==> src/rtl/mips32_pkg.sv <==
// rtl/mips32_pkg.sv - shared state encoding and halt word for the mips32 fetch controller
package mips32_pkg;

    localparam logic [2:0] ST_IDLE  = 3'd0;
    localparam logic [2:0] ST_FETCH = 3'd1;
    localparam logic [2:0] ST_ISSUE = 3'd2;
    localparam logic [2:0] ST_GAP   = 3'd3;
    localparam logic [2:0] ST_DONE  = 3'd4;

    // Opcode 6'b111111 with zero fields: never emitted by the toolchain, marks end of program.
    localparam logic [31:0] HALT_WORD_DEFAULT = 32'hFC00_0000;

    function automatic logic is_busy_state(input logic [2:0] s);
        return (s == ST_FETCH) || (s == ST_ISSUE) || (s == ST_GAP);
    endfunction

endpackage

==> src/rtl/mips32_fetch_ctrl.sv <==
// rtl/mips32_fetch_ctrl.sv - steps a mips32 core through a ROM program, one word per issue slot
module mips32_fetch_ctrl
    import mips32_pkg::*;
#(
    parameter int          NUM_INSTR = 10,
    parameter int          AW        = 4,
    parameter int          ISSUE_GAP = 2,
    parameter logic [31:0] HALT_WORD = HALT_WORD_DEFAULT
) (
    input  logic          clk,
    input  logic          reset_n,
    input  logic          start,
    input  logic          abort,
    output logic [AW-1:0] imem_addr,
    input  logic [31:0]   imem_data,
    output logic [31:0]   instruction,
    output logic          instr_valid,
    output logic          busy,
    output logic          done,
    output logic [AW:0]   retired
);

    localparam logic [AW:0] LAST_COUNT = (AW+1)'(NUM_INSTR);
    localparam logic [3:0]  GAP_LOAD   = (ISSUE_GAP > 0) ? 4'(ISSUE_GAP - 1) : 4'd0;

    logic [2:0]    state_q,   state_d;
    logic [AW-1:0] addr_q,    addr_d;
    logic [31:0]   instr_q,   instr_d;
    logic          valid_q,   valid_d;
    logic [AW:0]   retired_q, retired_d;
    logic [3:0]    gap_q,     gap_d;
    logic [AW:0]   retired_inc;

    assign retired_inc = retired_q + 1'b1;

    always_comb begin
        state_d   = state_q;
        addr_d    = addr_q;
        instr_d   = instr_q;
        valid_d   = 1'b0;
        retired_d = retired_q;
        gap_d     = gap_q;
        case (state_q)
            ST_IDLE: begin
                if (start) begin
                    state_d   = ST_FETCH;
                    addr_d    = '0;
                    retired_d = '0;
                end
            end
            ST_FETCH: begin
                state_d = abort ? ST_DONE : ST_ISSUE;
            end
            ST_ISSUE: begin
                if (abort || (imem_data == HALT_WORD)) begin
                    state_d = ST_DONE;
                end else begin
                    instr_d = imem_data;
                    valid_d = 1'b1;
                    if (retired_q < LAST_COUNT) begin
                        retired_d = retired_inc;
                    end
                    // The last word leaves the address parked on NUM_INSTR-1 rather than wrapping.
                    if (retired_inc >= LAST_COUNT) begin
                        state_d = ST_DONE;
                    end else begin
                        addr_d  = addr_q + 1'b1;
                        gap_d   = GAP_LOAD;
                        state_d = (ISSUE_GAP == 0) ? ST_FETCH : ST_GAP;
                    end
                end
            end
            ST_GAP: begin
                if (abort) begin
                    state_d = ST_DONE;
                end else if (gap_q == 4'd0) begin
                    state_d = ST_FETCH;
                end else begin
                    gap_d = gap_q - 4'd1;
                end
            end
            ST_DONE: begin
                // Holding start high parks here so a stuck start cannot trigger a rerun.
                if (!start) begin
                    state_d = ST_IDLE;
                end
            end
            default: begin
                state_d = ST_IDLE;
            end
        endcase
    end

    always_ff @(posedge clk or negedge reset_n) begin
        if (!reset_n) begin
            state_q   <= ST_IDLE;
            addr_q    <= '0;
            instr_q   <= '0;
            valid_q   <= 1'b0;
            retired_q <= '0;
            gap_q     <= 4'd0;
        end else begin
            state_q   <= state_d;
            addr_q    <= addr_d;
            instr_q   <= instr_d;
            valid_q   <= valid_d;
            retired_q <= retired_d;
            gap_q     <= gap_d;
        end
    end

    assign imem_addr   = addr_q;
    assign instruction = instr_q;
    assign instr_valid = valid_q;
    assign retired     = retired_q;
    assign busy        = is_busy_state(state_q);
    assign done        = (state_q == ST_DONE);

endmodule

==> config.mk <==
export PLATFORM = sky130hd
export DESIGN_NAME = mips32_fetch_ctrl
export DESIGN_NICKNAME = d
export VERILOG_FILES = /design/src/rtl/mips32_pkg.sv /design/src/rtl/mips32_fetch_ctrl.sv
export SDC_FILE = /design/constraint.sdc
export NUM_CORES = 1
export LEC_CHECK = 0
export CORE_MARGIN = 5
export CORE_UTILIZATION = 36
export DETAILED_ROUTE_END_ITERATION = 12
export PLACE_DENSITY = 0.69
export SYNTH_ARGS = -nofsm -noshare
export SYNTH_HDL_FRONTEND = slang
export SYNTH_SLANG_ARGS = --single-unit
export TNS_END_PERCENT = 10
==> constraint.sdc <==
create_clock -name clk -period 5.3 [get_ports clk]
set_input_delay 1.06 -clock clk [delete_from_list [all_inputs] [get_ports clk]]
set_output_delay 1.06 -clock clk [all_outputs]
set_load 0.03 [all_outputs]
Yosys cells after proc, flatten, opt, wreduce, memory -nomap -nowiden:

Cells that the tools add are included.

* output and inout port bits: 44
* register bits: 49
* input port bits: 36
* word-level logic and storage cells: 60

* eq/ne operators: 13
* $add $sub $neg: 3
* mux-type cells: 23
* bitwise gates (word level): 1
* order comparisons: 2
* reduce and logical (&&, ||, !) cells: 12

Operator list (number)
* == test 32 bit (second input constant): 1
* 2-to-1 mux 4 bit: 7
* 2-to-1 mux 3 bit: 7
* one-hot mux 4 bit (2 select lines): 2
* 2-to-1 mux 5 bit: 3
* one-hot mux 3 bit (5 select lines): 1
* inequality test 2 bit (second input constant): 7
* one-hot mux 5 bit (2 select lines): 1
* AND reduction 4 bit: 2
* == test 3 x 2 -> 1 bit (second input constant): 2
* adder 5 x 1 -> 5 bit (second input constant): 1
* >= comparator 5 x 4 -> 1 bit (second input constant): 1
* less-than comparator 5 x 4 -> 1 bit (second input constant): 1
* AND reduction 5 bit: 1
* adder 4 x 1 -> 4 bit (second input constant): 1
* logical NOT 4 bit: 1
* nonzero test 2 bit: 2
* subtractor 4 x 1 -> 4 bit (second input constant): 1
* == test 3 x 1 -> 1 bit (second input constant): 1
* == test 3 bit (second input constant): 1
* logical NOT 3 bit: 1
* logical OR 1 bit: 3
* inequality test 3 bit (second input constant): 1
* AND reduction 3 bit: 1
* 3 further kinds: 4

Depth between registers and ports, before layout:

* depth after elaboration: 5
* depth in mapped cells: 8

Worst setup path after synthesis:

Ideal clock, no wire load.

* kind: input port to flip-flop
* from: input imem_data[16]
* to: register instr_q[11] (netlist: instruction[11])
* cell stages on the path: 6
* setup time: 0.125 ns
* data arrival time: 2.329 ns
* data required time: 5.175 ns
* setup slack: 2.846 ns
* path through: nor4_1 nand4_1 o21ai_2 buf_6 buf_6 mux2_4

* longest elaborated chain between the ends: 4

RTL lines
* start: declaration: RTL line mips32_fetch_ctrl.sv:15 `input logic [31:0] imem_data,`
* == test 32 bit: RTL line mips32_fetch_ctrl.sv:55 `if (abort || (imem_data == HALT_WORD)) begin`
* logical OR 1 bit: RTL line mips32_fetch_ctrl.sv:55
* inverter 1 bit (no line)
* AND reduction 2 bit (no line)
* end signal: assignment: RTL line mips32_fetch_ctrl.sv:105 `instr_q <= instr_d;`
* end: declaration: RTL line mips32_fetch_ctrl.sv:28 `logic [31:0] instr_q, instr_d;`

Every way passes these cells.
A chain may end at the register's enable or synchronous reset.

Final worst setup path:

* from: input imem_data[17]
* to: register addr_q[1] (netlist: imem_addr[1])

* longest elaborated chain between the ends: 4

RTL lines
* == test 32 bit: RTL line mips32_fetch_ctrl.sv:55
* logical OR 1 bit: RTL line mips32_fetch_ctrl.sv:55
* inequality test 2 bit (no line)
* AND reduction 4 bit (no line)
* end signal: assignment: RTL line mips32_fetch_ctrl.sv:104 `addr_q <= addr_d;`
* end: declaration: RTL line mips32_fetch_ctrl.sv:27 `logic [AW-1:0] addr_q, addr_d;`

Every way passes these cells.

==> metrics <==
critical-path maximum fanout 16; first drt pass iteration count 5; cell count after synthesis ~190; post-CTS setup buffer count 0; CTS tree done; pin count of the biggest net entering global routing 50; hold crit path type register to register; CP Capture Type register; unrepaired setup endpoints after global routing false; Setup CP Type input port to register; Fillers between 500 and 600; Final Hold Viols 0; clock slew at reported path FFs ~0.080 ns; Net Sw Frac about 40%; Root Driver clkbuf_8; Cell variety after synth 47; vias in the first global route between 1,500 and 2,000; row count 29; outcome finished clean; CTS Buf Count 5; total core area between 6000 and 7000 um2; routed wire length per instance 15.7 um; Synth Cell Area 2390 um2; Final nets 310; Max clock buf depth 2; ys async rst share 100%; Comb power frac a little over half; Max Cap Viol 0; Main synth FF type dfrtp_1; GP Congestion ~0.74; Area Overhead vs Synth 39.9%; Compound-Gate Fraction of Synth Area a little under a tenth; Synth area leader dfrtp_1; Worst Setup Start Kind input port; top cell type's share of synthesized area 51.3%; Sink Count 49; Die Ht between 90 and 100 um; largest family of logic cells by synthesized area multiplexers; final WL 5430 um; Int Power between 1 and 1.5 mW; Critical Path RT ~5.5 ns; global route overflow 0; Avg Cell Area, Syn 12.7 um2; # port buffers 79; sequential share of power about a third; mux contribution to synthesized area a little under a fifth; period utilisation layout approximately three fifths; Synth area leaders dfrtp_1 (51%), mux2_4 (10%), mux2_1 (8.0%); initial antenna violation count 0; num ports 80; post-DR vias/cell approximately 5.1; initial DRC count 52; Vias roughly 1,800; htree depth 2; ANT cells 0; clk_lat worst skew slightly below 0.3 ns; # DRC 0; Placed Cells 339; Critical Path Sink imem_addr[1]; XOR/XNOR Fraction of Synth Area less than 1%; clock skew a little over 0.01 ns; Slew Viols, Final 0; PwrDens 565 nW/um2; Tot GR Track Use between 10% and 20%; Fmax a little over 300 MHz; Post-Syn Nets roughly 230; maximum vdd drop 0.000172 V; Leakage 1.46 nW; Reg2Reg Setup Slack about 3 ns; sequential area share after synthesis approximately 51%; Switching Power between 0.7 and 0.8 mW; Simple-Gate Fraction of Synth Area about 14%; CP Launch Point imem_data[17]; Adder-Cell Fraction of Synth Area about 2.6%; worst reg2reg path startpoint state_q[2]; hpwl dp a little over 4000 um; Post-synth EDFFs 0; share of layout cells above drive strength 1 14.1%; non-filler cells in the finished layout roughly 350; first-pass GRT wire length ~8900 um; Worst-Margin Slew 1.07 ns; flops & latches, synth 49; R2R cell count 6; Antenna Violating Nets Remaining 0; yosys warns 0; relative slew slack 28.4%; CTS resizes 0; Fin Setup TNS 0 ns; die span in x about 91 um; Final min period 3.22 ns; CP arrival between 3 and 4 ns; clock power share between 10 and 15%; Initial Utilization a little under two fifths; hold buffer count at CTS 0; DIE AREA between 8000 and 9000 um2; worst r2r dst retired[1]; Final setup viols 0
## sequential cells by signal, summed over array words and instances, names as in the netlist
name	flops
instruction	32
retired	5
gap_q	4
imem_addr	4
state_q	3
instr_valid	1
## power groups by stage
stage / Combinational, mW / Sequential [mW] / Clock (mW)
final: 0.984 / 0.649 / 0.258
after CTS: 0.998 / 0.649 / 0.267
after detailed placement: 0.995 / 0.654 / 0
after global placement: 0.986 / 0.652 / 0
after global routing: 1.04 / 0.673 / 0.281
after floorplan: 0.348 / 0.905 / 0
## worst max-delay path: stages
cell             delay [ns]
clkdlybuf4s50_1        0.43
nor4_1                 0.34
nand4_1                0.25
o21ai_4                0.44
buf_4                  0.34
a21o_1                 0.35
mux2i_1                0.22
## layout by cell type, fill, tap and decap left out, drive strengths merged, types with 3 or more instances in the layout
| cell type | n |
|---|---|
| nor4 | 8 |
| clkbuf | 5 |
| inv | 8 |
| nor2 | 12 |
| o21ai | 7 |
| nand2 | 7 |
| a21oi | 3 |
| mux2 | 33 |
| nand2b | 3 |
| clkdlybuf4s50 | 78 |
| and2 | 4 |
| ha | 5 |
| buf | 3 |
| dfrtp | 49 |
| nand4 | 3 |
| a21o | 3 |
| nand3 | 5 |
## synth_stat cells, drive strengths merged, types with 2 or more instances
cell type	number
o41ai	2
and4b	2
a21oi	3
inv	8
a21o	3
and2	4
nor4	8
nor2	12
mux2	33
nand2b	3
buf	6
nand4	3
mux2i	2
nand3	5
dfrtp	49
or2	2
a311oi	2
a31oi	2
o21ai	7
nand2	7
nand4bb	2
nor3b	2
or4b	2
ha	5
## metal layers
layer	routed length [um]	GRT usage (%)
met5	0	0
met4	15	2.64
met3	427	4.38
met2	2550	20.9
met1	2430	17.5
## per-stage QoR
stage	setup WS (ns)	utilization [%]	hold slack [ns]	cell area, um2	power, mW
after detailed placement	1.74	50.5	0.480	3240	1.65
final	2.08	52.1	0.496	3340	1.89
after floorplan	2.85	-	0.495	2390	1.25
after global routing	1.88	52.1	0.514	3340	1.99
after global placement	1.80	50.5	0.472	3240	1.64
after CTS	2.04	52.1	0.501	3340	1.91
## layout make-up
cell class	count	area [um2]	share of cell area (%)
Clock inverter	2	35.0	1.05
Timing Repair Buffer	81	801	23.9
Multi-Input combinational cell	124	1090	32.5
Sequential cell	49	1230	36.7
Clock buffer	5	68.8	2.06
Inverter	8	30.0	0.898
Tap cell	77	96.3	2.88
## worst min-delay path by stage
stage	startpoint	end	slack, ns	cells past startpoint
after floorplan	gap_q[1]	gap_q[1]	0.49	1
after CTS	instruction[2]	instruction[2]	0.50	1
final	instruction[26]	instruction[26]	0.50	1
after detailed placement	instruction[2]	instruction[2]	0.48	1
after global routing	instruction[9]	instruction[9]	0.51	1
after global placement	instruction[1]	instruction[1]	0.47	1
## logic make-up after synthesis
logic type / after synthesis
buffers and inverters: 15
DFF: 49
AOI/OAI and AO/OA: 27
muxes: 35
adders and majority gates: 5
xor gates and xnor gates: 2
and+or+nand+nor: 55
(Power assumes the default switching activity.)
